File: src/rtl/rom_dl_pkg.sv
// Shared types for the ROM download packer: FSM states, byte-enable codes, FIFO entry record.
// Latency: n/a (types and constants only).
// Backpressure: n/a.
package rom_dl_pkg;

   typedef enum logic {
      IDLE = 1'b0,
      REQ  = 1'b1
   } state_t;

   localparam logic [1:0] BE_FULL = 2'b11;
   localparam logic [1:0] BE_HI   = 2'b10;
   localparam logic [1:0] BE_LO   = 2'b01;

   // Word address field is sized for the widest supported byte address (32 bits);
   // narrower instances zero-extend on push and truncate on pop.
   localparam int WADDR_MAX_W = 31;

   typedef struct packed {
      logic [WADDR_MAX_W-1:0] word_addr;
      logic [15:0]            data;
      logic [1:0]             be;
   } fifo_entry_t;

endpackage

File: src/rtl/rom_download_packer_if.sv
// Word-write port between the packer (master) and the SDRAM controller ROM-load port (slave).
// Latency: n/a (wires only).
// Backpressure: request holds until the slave returns a one-cycle ack.
interface rom_download_packer_if #(
   parameter int ADDR_W = 25
) ();

   logic              mem_req;
   logic [ADDR_W-2:0] mem_addr;
   logic [15:0]       mem_din;
   logic [1:0]        mem_be;
   logic              mem_ack;

   modport master (
      output mem_req,
      output mem_addr,
      output mem_din,
      output mem_be,
      input  mem_ack
   );

   modport slave (
      input  mem_req,
      input  mem_addr,
      input  mem_din,
      input  mem_be,
      output mem_ack
   );

endinterface

File: src/rtl/rom_dl_fifo.sv
// Synchronous FIFO with wrap-bit pointers; head word is presented combinationally.
// Latency: a pushed word is visible at the head one cycle after the push.
// Backpressure: push while full is ignored unless a pop happens in the same cycle.
module rom_dl_fifo #(
   parameter int WIDTH = 8,
   parameter int DEPTH = 4
) (
   input  logic             clk,
   input  logic             reset_n,
   input  logic             i_push,
   input  logic [WIDTH-1:0] i_push_dat,
   input  logic             i_pop,
   output logic [WIDTH-1:0] o_head_dat,
   output logic             o_full,
   output logic             o_empty
);

   localparam int AW = $clog2(DEPTH);

   logic [AW:0]      r_wr_ptr;
   logic [AW:0]      r_rd_ptr;
   logic [WIDTH-1:0] r_mem [DEPTH];
   logic             w_push_ok;
   logic             w_pop_ok;

   assign o_empty    = (r_wr_ptr == r_rd_ptr);
   assign o_full     = (r_wr_ptr[AW] != r_rd_ptr[AW]) &&
                       (r_wr_ptr[AW-1:0] == r_rd_ptr[AW-1:0]);
   assign w_pop_ok   = i_pop && !o_empty;
   // A pop in the same cycle frees the slot, so a push into a full FIFO still lands.
   assign w_push_ok  = i_push && (!o_full || w_pop_ok);
   assign o_head_dat = r_mem[r_rd_ptr[AW-1:0]];

   // Pointer advance on accepted push/pop.
   always_ff @(posedge clk or negedge reset_n) begin
      if (!reset_n) begin
         r_wr_ptr <= '0;
         r_rd_ptr <= '0;
      end else begin
         if (w_push_ok) r_wr_ptr <= r_wr_ptr + 1'b1;
         if (w_pop_ok)  r_rd_ptr <= r_rd_ptr + 1'b1;
      end
   end

   // Storage write; contents need no reset since pointers gate visibility.
   always_ff @(posedge clk) begin
      if (w_push_ok) r_mem[r_wr_ptr[AW-1:0]] <= i_push_dat;
   end

endmodule

File: src/rtl/rom_download_packer.sv
// Packs download byte strobes into 16-bit words, queues them and writes them to the SDRAM ROM port.
// Latency: a completed word reaches mem_req two cycles after its last byte strobe (FIFO + FSM load).
// Backpressure: mem_req holds until mem_ack; words arriving with the FIFO full are dropped and flagged.
module rom_download_packer
   import rom_dl_pkg::*;
#(
   parameter int ADDR_W     = 25,
   parameter int FIFO_DEPTH = 4,
   parameter int BYTE_SWAP  = 0
) (
   input  logic                  clk,
   input  logic                  reset_n,
   input  logic                  dl_active,
   input  logic                  dl_wr,
   input  logic [ADDR_W-1:0]     dl_addr,
   input  logic [7:0]            dl_data,
   rom_download_packer_if.master mem,
   output logic [ADDR_W-1:0]     rom_size,
   output logic                  dl_done,
   output logic                  overflow
);

   localparam logic [1:0] BE_EVEN = (BYTE_SWAP != 0) ? BE_LO : BE_HI;
   localparam logic [1:0] BE_ODD  = (BYTE_SWAP != 0) ? BE_HI : BE_LO;

   // Place the even/odd bytes in their lanes for the configured byte order.
   function automatic logic [15:0] f_word(input logic [7:0] even_b, input logic [7:0] odd_b);
      return (BYTE_SWAP != 0) ? {odd_b, even_b} : {even_b, odd_b};
   endfunction

   function automatic fifo_entry_t f_entry(input logic [ADDR_W-2:0] waddr,
                                           input logic [15:0] data, input logic [1:0] be);
      fifo_entry_t e;
      e.word_addr = WADDR_MAX_W'(waddr);
      e.data      = data;
      e.be        = be;
      return e;
   endfunction

   logic              w_even;
   logic [ADDR_W-2:0] w_waddr;
   logic              r_act_d;
   logic              w_rise;
   logic              w_fall;
   logic              r_pend_vld;
   logic [7:0]        r_pend_dat;
   logic [ADDR_W-2:0] r_pend_waddr;
   logic              r_skid_vld;
   logic [7:0]        r_skid_dat;
   logic [ADDR_W-2:0] r_skid_waddr;
   logic              w_to_skid;
   logic              w_push;
   fifo_entry_t       w_push_ent;
   fifo_entry_t       w_head;
   logic              w_full;
   logic              w_empty;
   logic              w_pop;
   state_t            r_state;
   logic [ADDR_W:0]   w_size_sum;
   logic [ADDR_W-1:0] w_size_new;
   logic              r_done_armed;
   logic              w_armed;
   logic              w_all_idle;
   logic              w_unused_addr_hi;

   assign w_even     = ~dl_addr[0];
   assign w_waddr    = dl_addr[ADDR_W-1:1];
   assign w_rise     = dl_active && !r_act_d;
   assign w_fall     = !dl_active && r_act_d;
   // Odd byte that cannot join the pending byte: pending goes now, odd byte next cycle.
   assign w_to_skid  = dl_wr && !w_even && r_pend_vld && (r_pend_waddr != w_waddr);
   assign w_pop      = (r_state == IDLE) && !w_empty;
   assign w_size_sum = {1'b0, dl_addr} + {{ADDR_W{1'b0}}, 1'b1};
   assign w_size_new = w_size_sum[ADDR_W] ? {ADDR_W{1'b1}} : w_size_sum[ADDR_W-1:0];
   assign w_armed    = r_done_armed || w_fall;
   assign w_all_idle = !dl_active && !dl_wr && !r_pend_vld && !r_skid_vld &&
                       w_empty && (r_state == IDLE);
   assign w_unused_addr_hi = ^w_head.word_addr[WADDR_MAX_W-1:ADDR_W-1];

   // Select the single word pushed this cycle; the skid entry has priority.
   always_comb begin
      w_push     = 1'b0;
      w_push_ent = '0;
      if (r_skid_vld) begin
         w_push     = 1'b1;
         w_push_ent = f_entry(r_skid_waddr, f_word(8'h00, r_skid_dat), BE_ODD);
      end else if (dl_wr) begin
         if (!w_even && r_pend_vld && (r_pend_waddr == w_waddr)) begin
            w_push     = 1'b1;
            w_push_ent = f_entry(w_waddr, f_word(r_pend_dat, dl_data), BE_FULL);
         end else if (r_pend_vld) begin
            w_push     = 1'b1;
            w_push_ent = f_entry(r_pend_waddr, f_word(r_pend_dat, 8'h00), BE_EVEN);
         end else if (!w_even) begin
            w_push     = 1'b1;
            w_push_ent = f_entry(w_waddr, f_word(8'h00, dl_data), BE_ODD);
         end
      end else if (w_fall && r_pend_vld) begin
         w_push     = 1'b1;
         w_push_ent = f_entry(r_pend_waddr, f_word(r_pend_dat, 8'h00), BE_EVEN);
      end
   end

   // Pending even byte and odd-byte skid register.
   always_ff @(posedge clk or negedge reset_n) begin
      if (!reset_n) begin
         r_pend_vld   <= 1'b0;
         r_pend_dat   <= '0;
         r_pend_waddr <= '0;
         r_skid_vld   <= 1'b0;
         r_skid_dat   <= '0;
         r_skid_waddr <= '0;
      end else begin
         r_skid_vld <= w_to_skid;
         if (w_to_skid) begin
            r_skid_dat   <= dl_data;
            r_skid_waddr <= w_waddr;
         end
         if (dl_wr) begin
            r_pend_vld <= w_even;
            if (w_even) begin
               r_pend_dat   <= dl_data;
               r_pend_waddr <= w_waddr;
            end
         end else if (w_fall) begin
            r_pend_vld <= 1'b0;
         end
      end
   end

   rom_dl_fifo #(
      .WIDTH ($bits(fifo_entry_t)),
      .DEPTH (FIFO_DEPTH)
   ) u_fifo (
      .clk        (clk),
      .reset_n    (reset_n),
      .i_push     (w_push),
      .i_push_dat (w_push_ent),
      .i_pop      (w_pop),
      .o_head_dat (w_head),
      .o_full     (w_full),
      .o_empty    (w_empty)
   );

   // Sticky drop flag: a push that the FIFO could not accept.
   always_ff @(posedge clk or negedge reset_n) begin
      if (!reset_n)                          overflow <= 1'b0;
      else if (w_push && w_full && !w_pop)   overflow <= 1'b1;
   end

   // Memory handshake FSM: load head into the request registers, hold until ack.
   always_ff @(posedge clk or negedge reset_n) begin
      if (!reset_n) begin
         r_state      <= IDLE;
         mem.mem_req  <= 1'b0;
         mem.mem_addr <= '0;
         mem.mem_din  <= '0;
         mem.mem_be   <= '0;
      end else begin
         case (r_state)
            IDLE: if (!w_empty) begin
               mem.mem_addr <= w_head.word_addr[ADDR_W-2:0];
               mem.mem_din  <= w_head.data;
               mem.mem_be   <= w_head.be;
               mem.mem_req  <= 1'b1;
               r_state      <= REQ;
            end
            REQ: if (mem.mem_ack) begin
               mem.mem_req <= 1'b0;
               r_state     <= IDLE;
            end
            default: r_state <= IDLE;
         endcase
      end
   end

   // ROM size tracking and one-shot completion pulse per download.
   always_ff @(posedge clk or negedge reset_n) begin
      if (!reset_n) begin
         r_act_d      <= 1'b0;
         rom_size     <= '0;
         dl_done      <= 1'b0;
         r_done_armed <= 1'b0;
      end else begin
         r_act_d <= dl_active;
         if (dl_wr) begin
            if (w_rise || (w_size_new > rom_size)) rom_size <= w_size_new;
         end else if (w_rise) begin
            rom_size <= '0;
         end
         dl_done      <= w_armed && w_all_idle;
         r_done_armed <= w_armed && !w_all_idle && !w_rise;
      end
   end

endmodule

File: src/flat_wrapper.sv
// flat-port wrapper written by rule: the top's interface ports become plain ports
module rom_download_packer_flat import rom_dl_pkg::*;
#(
   parameter int ADDR_W     = 25,
   parameter int FIFO_DEPTH = 4,
   parameter int BYTE_SWAP  = 0
)
  (clk, reset_n, dl_active, dl_wr, dl_addr, dl_data, rom_size, dl_done, overflow, mem_mem_req, mem_mem_addr, mem_mem_din, mem_mem_be, mem_mem_ack);
  rom_download_packer_if #(.ADDR_W(ADDR_W)) mem_i ();
  input  logic clk;
  input  logic reset_n;
  input  logic dl_active;
  input  logic dl_wr;
  input  logic [ADDR_W-1:0] dl_addr;
  input  logic [7:0] dl_data;
  output logic [ADDR_W-1:0] rom_size;
  output logic dl_done;
  output logic overflow;
  output wire logic [$bits(mem_i.mem_req)-1:0] mem_mem_req;
  output wire logic [$bits(mem_i.mem_addr)-1:0] mem_mem_addr;
  output wire logic [$bits(mem_i.mem_din)-1:0] mem_mem_din;
  output wire logic [$bits(mem_i.mem_be)-1:0] mem_mem_be;
  input wire logic [$bits(mem_i.mem_ack)-1:0] mem_mem_ack;
  assign mem_mem_req = mem_i.mem_req;
  assign mem_mem_addr = mem_i.mem_addr;
  assign mem_mem_din = mem_i.mem_din;
  assign mem_mem_be = mem_i.mem_be;
  assign mem_i.mem_ack = mem_mem_ack;
  rom_download_packer #(.ADDR_W(ADDR_W), .FIFO_DEPTH(FIFO_DEPTH), .BYTE_SWAP(BYTE_SWAP)) u_core (.clk(clk), .reset_n(reset_n), .dl_active(dl_active), .dl_wr(dl_wr), .dl_addr(dl_addr), .dl_data(dl_data), .mem(mem_i), .rom_size(rom_size), .dl_done(dl_done), .overflow(overflow));
endmodule
File: config.mk
export PLATFORM = sky130hd
export DESIGN_NAME = rom_download_packer_flat
export DESIGN_NICKNAME = d
export VERILOG_FILES = /design/src/rtl/rom_dl_pkg.sv /design/src/rtl/rom_download_packer_if.sv /design/src/rtl/rom_dl_fifo.sv /design/src/rtl/rom_download_packer.sv /design/src/flat_wrapper.sv
export SDC_FILE = /design/constraint.sdc
export NUM_CORES = 1
export LEC_CHECK = 0
export ABC_AREA = 0
export BUFFER_PORTS_ARGS = -buffer_cell sky130_fd_sc_hd__buf_2
export CORE_AREA = 2 2 180 182
export CTS_BUF_LIST = sky130_fd_sc_hd__clkbuf_2 sky130_fd_sc_hd__clkbuf_4 sky130_fd_sc_hd__clkbuf_8
export DETAILED_ROUTE_END_ITERATION = 10
export DIE_AREA = 0 0 182 184
export PLACE_DENSITY = 0.65
export SLEW_MARGIN = 20
export SYNTH_ARGS = -nofsm -noshare
export SYNTH_HDL_FRONTEND = slang
export SYNTH_SLANG_ARGS = --single-unit
File: constraint.sdc
create_clock -name clk -period 6.5 [get_ports clk]
set_clock_uncertainty 0.05 [all_clocks]
set_input_delay 0.65 -clock clk [delete_from_list [all_inputs] [get_ports clk]]
set_output_delay 0.65 -clock clk [all_outputs]
set_load 0.02 [all_outputs]
; Word level (Yosys, flattened, before mapping)
; Memory sizes are Yosys's and may differ from the RTL's. A register that Yosys moved wholly into a read port is not among the register bits.
; Index checks and enable logic that the tools add are counted.
; W data, S select, Z words.
[classes]
n_addsub = 3
order_cmp = 1
n_eq_ne = 8
mux = 26
bitwise = 3
reduce_logical = 42
[ops]
columns = op, n
row1 = $mux W49, 4
row2 = $mux W25, 4
row3 = $mux W42, 2
row4 = $add A25 B1 Y26 const B, 1
row5 = $gt A25 B25 Y1, 1
row6 = $eq A24 B24 Y1, 1
row7 = $ne A24 B24 Y1, 1
row8 = $logic_and A1 B1 Y1, 22
row9 = $mux W1, 14
row10 = $logic_not A1 Y1, 11
row11 = $reduce_and A2 Y1, 4
row12 = $add A3 B1 Y3 const B, 2
row13 = $ne A2 B2 Y1 const B, 2
row14 = $pmux W1 S2, 2
row15 = $reduce_bool A2 Y1, 2
row16 = $eq A3 B3 Y1, 1
row17 = $logic_or A1 B1 Y1, 3
row18 = $not A1 Y1, 3
row19 = $eq A2 B2 Y1, 1
row20 = $ne A2 B1 Y1 const B, 1
row21 = $ne A1 B1 Y1, 1
[word_totals]
reg_bits = 103
mem_bits_rw = 196
in_bits = 38
out_inout_bits = 70
word_cells = 99
mem_count = 1
[mem_list]
columns = memory, depth, word_bits, rd, rd_clocked_by_memory_dff, write_ports, line
row1 = u_core.u_fifo.r_mem, 4, 49, 1, 1, 1, rom_dl_fifo.sv:22  ; logic [WIDTH-1:0] r_mem [DEPTH];

; Depth between registers and ports, before layout
[depth]
word_depth = 9
depth_mapped = 16
depth_no_buf = 13

; Modules after synthesis
; A second synthesis with hierarchy kept.
[hier_totals]
hier_cells = 1063
area_unflattened_um2 = 15632.5
[modules_own_cells]
columns = module, instances, cells_per_inst, area_per_inst_um2
row1 = rom_download_packer, 1, 763, 8119.0
row2 = rom_dl_fifo, 1, 300, 7513.5

; Least setup slack after synthesis
; Ideal clock, no wire load.
[synth_timing]
path_type = input to register
startpoint = in dl_addr[3]
endpoint = reg u_core.rom_size[21]
arrival_ns = 4.361
path_slack_ns = 1.964
cell_stages = 16
path_buffers = 5
cell_sequence = buf_2 and4_4 or4b_1 buf_2 or4_4 buf_6 buf_6 nand2_1 ha_1 nand4_1 nor4_1 nand4_1 a21o_1 o21ai_1 buf_2 mux2_2
[synth_via]
elab_chain_cells = 6
elab_cells_between_ends = 8
cone_classes = add/sub (1) / order compare (1) / eq/ne (1) / mux (3) / reduce/logical (2)
[synth_lines]
columns = element, line
row1 = from (decl), flat_wrapper.sv:14  ; input logic [ADDR_W-1:0] dl_addr;
row2 = $add A25 B1 Y26 *, rom_download_packer.sv:73  ; assign w_size_sum = {1'b0, dl_addr} + {{ADDR_W{1'b0}}, 1'b1};
row3 = $mux W25 *, rom_download_packer.sv:74  ; assign w_size_new = w_size_sum[ADDR_W] ? {ADDR_W{1'b1}} : w_size_sum[ADDR_W-1:0];
row4 = $gt A25 B25 Y1, rom_download_packer.sv:187  ; if (w_rise || (w_size_new > rom_size)) rom_size <= w_size_new;
row5 = $logic_or A1 B1 Y1, rom_download_packer.sv:187
row6 = $ne A2 B1 Y1 (no line), -
row7 = $reduce_and A2 Y1 (no line), -
row8 = to (signal assigned), rom_download_packer.sv:187
row9 = to (decl), rom_download_packer.sv:18  ; output logic [ADDR_W-1:0] rom_size,
; Mark *: on every way between the ends. The rest lies on a longest branch, timed or not. The select of a mux whose other input is x is not followed.
; A chain may end at the register's enable or synchronous reset.

; Final worst setup path
[layout_timing]
startpoint = in dl_addr[0]
endpoint = reg u_core.rom_size[8]
; The elaborated chain is that of the path after synthesis.

==> reports/metrics.yaml <==
outcome: "completed"
mostFrequentLayoutCells: "edfxtp_1 (168), dfrtp_1 (143), mux2_2 (116), buf_2 (106), clkbuf_8 (58)"
cap_violations: 0
hold_viol_final: 0
path_class: "input pin to flop"
cts_tree: "yes"
fin_crit_sh_pct: 71.80
fin_area_mm2: 0.01590
worstSetupEndpointType: "flop"
initial_utilization_pct: 44.41
cts-resized-gates: 0
synth_edf_count: 168
clock_latency_ns: 0.56
viasPerCell: 5.363
antenna_found_initial: 0
netlist_instances: 928
syn_area_per_cell_um2: 15.02
rows: 65
synthFlopType: "edfxtp_1"
core_mm2: 0.03139
final-setup-viol-count: 0
yosys.area.top_type: "edfxtp_1"
final_common_cell: "edfxtp_1"
die_x_um: 182
grt_pass1_wl_um: 46520
drt_first_pass_iters: 5
fin_nets: 1110
grt_use_total_pct: 17.69
p_total_mw: 6.433
cp.arrival_ns: 5.05
clk_path_buf_depth: 3
hpwl_um: 18340
p_leak_nw: 6.283
yosysWarnings: 0
async_flop_share_pct: 46.33
die_area_mm2: 0.03349
max_slew.worst_pin.slew_ns: 0.9260
grt_start_max_net_pins: 81
power_density_mw_per_mm2: 404.5
synth_seq_cells: 313
syn_area_mm2: 0.01394
num_vias: 7964
routed_wl_um: 28650
hold_path.class: "input pin to async pin"
maxSlewHeadroom_pct: 37.70
startpoint_type: "input pin"
fin_util_pct: 50.65
ios: 108
wire_per_inst_um: 19.29
postPlaceCellArea_mm2: 0.01487
synth_cell_types: 57
final_max_slew_viol_count: 0
synthTopCellsByArea: "edfxtp_1 (36%), dfrtp_1 (26%), mux2_2 (9.4%)"
area_delta_synth_final_pct: 14.06
cts_buffers: 49
layout-drive-gt1-share_pct: 36.41
r2r-start: "u_core.r_pend_waddr[15]"
gr-total-overflow: 0
cts_root_buf: "clkbuf_8"
startpoint: "dl_addr[0]"
fin_crit_ns: 4.667
fp.dieH_um: 184
setup-tns-final_ns: 0
critPathMaxFanout: 13
htreeDepth: 2
gp_congestion: 0.8337
cts_setup_buffers: 0
synth_top_area_share_pct: 36.19
path_clk_slew_ns: 0.06
portBuffers: 107
postRouteAntennaNets: 0
cp_data_required_time_ns: 6.88
grt_pass1_vias: 8274
ir_drop_v: 0.0001872
drcViolationCount: 0
clock.fmax_ghz: 0.2143
cts_sinks: 313
rsz0062_at_grt: "false"
drt_iter0_markers: 475
synth_nets: 997
synth_seq_area_share_pct: 62.22
cts_hold_buf: 0
[power breakdown]
group,total [mW],switching (mW),internal (mW)
Combinational,1.94,1.06,0.885
Clock,1.68,0.733,0.946
Sequential,2.81,0.195,2.62
Total,6.43,1.99,4.45
[cell families (layout without fill, tap and decap cells)]
family | count (synthesis) | after routing | share of synthesized area (%)
xor+xnor | 43 | 43 | 2.701
other cells | 0 | 1 | 0
flops | 313 | 313 | 62.22
fa+ha+maj | 32 | 32 | 2.854
buf+inv | 94 | 248 | 2.818
simple gates | 180 | 180 | 6.956
compound gates | 91 | 91 | 5.071
mux | 175 | 175 | 17.38
[stage by stage]
step	worst slack [ns]	instances	hold slack, ns
after floorplan	1.964	928	0.3044
after global placement	1.364	1392	0.4233
after detailed placement	1.311	1392	0.4287
after CTS	1.881	1484	0.1025
after global routing	1.407	1484	0.1300
final	1.833	1485	0.1054
[worst max-delay path, stage by stage]
cell	delay, ns
buf_2	0.18
ha_1	0.27
nand3_1	0.17
nor4_1	0.74
and2_1	0.28
nand3_1	0.09
mux2_2	0.30
ha_1	0.31
nand4_1	0.17
nor4_1	0.51
nand4_1	0.15
a21o_1	0.22
o21ai_2	0.30
buf_4	0.36
mux2_2	0.36
[Yosys cell counts (10+ instances only)]
library cell	count
xnor2_1	32
mux2i_1	16
nand2_1	40
a221o_1	22
edfxtp_1	168
mux2_2	116
o21ai_0	12
nor2_1	24
dfrtp_1	145
xor2_1	11
ha_1	31
inv_1	35
and2_1	38
nand3_1	15
a21oi_1	10
buf_2	11
mux4_2	42
nand4_1	17
clkbuf_1	39
[path summary, 6_finish.rpt]
| check | cells after the start | slack [ns] | to |
|---|---|---|---|
| worst max-delay path | 15 | 1.83 | u_core.rom_size[8] |
| worst min-delay path | 1 | 0.11 | u_core.r_skid_waddr[4] |
| worst max register to register | 7 | 3.36 | u_core.u_fifo.r_mem[1][35] |
| worst min register to register | 1 | 0.44 | u_core.u_fifo.r_wr_ptr[2] |
| max in group asynchronous | 2 | 4.90 | u_core.r_pend_waddr[21] |
| min in group clk | 1 | 0.19 | u_core.r_act_d |
[per-layer routing]
metal | share of wire (%) | vias to the layer above | GRT usage [%]
met3 | 4.6 | 38 | 3.467
li1 | - | 3713 | -
met1 | 48 | 4031 | 25.66
met5 | 0 | - | 0
met4 | 1.7 | 0 | 4.581
met2 | 45 | 182 | 27.54
[state kept, by name, summed over array words and instances (netlist names), 3 cells and up]
name and cells:
u_core.r_pend_waddr 24, u_core.mem.mem_addr 24, u_core.rom_size 25, u_core.r_skid_dat 8, u_core.mem.mem_din 16, u_core.u_fifo.r_mem 168, u_core.r_pend_dat 8, u_core.r_skid_waddr 24
u_core.u_fifo.r_rd_ptr 3, u_core.u_fifo.r_wr_ptr 3
[area by class of cell]
cell class              count  area, um2
diodes                      1      2.502
clock buffers              81      970.9
clock inverters            11      58.81
fillers                  2677      15490
inverters                  35      131.4
multi-input cells         521       4912
flip-flops and latches    313       8676
well taps                 402      503.0
repair buffers            121      646.9
Power figures use the tool's default switching activity.
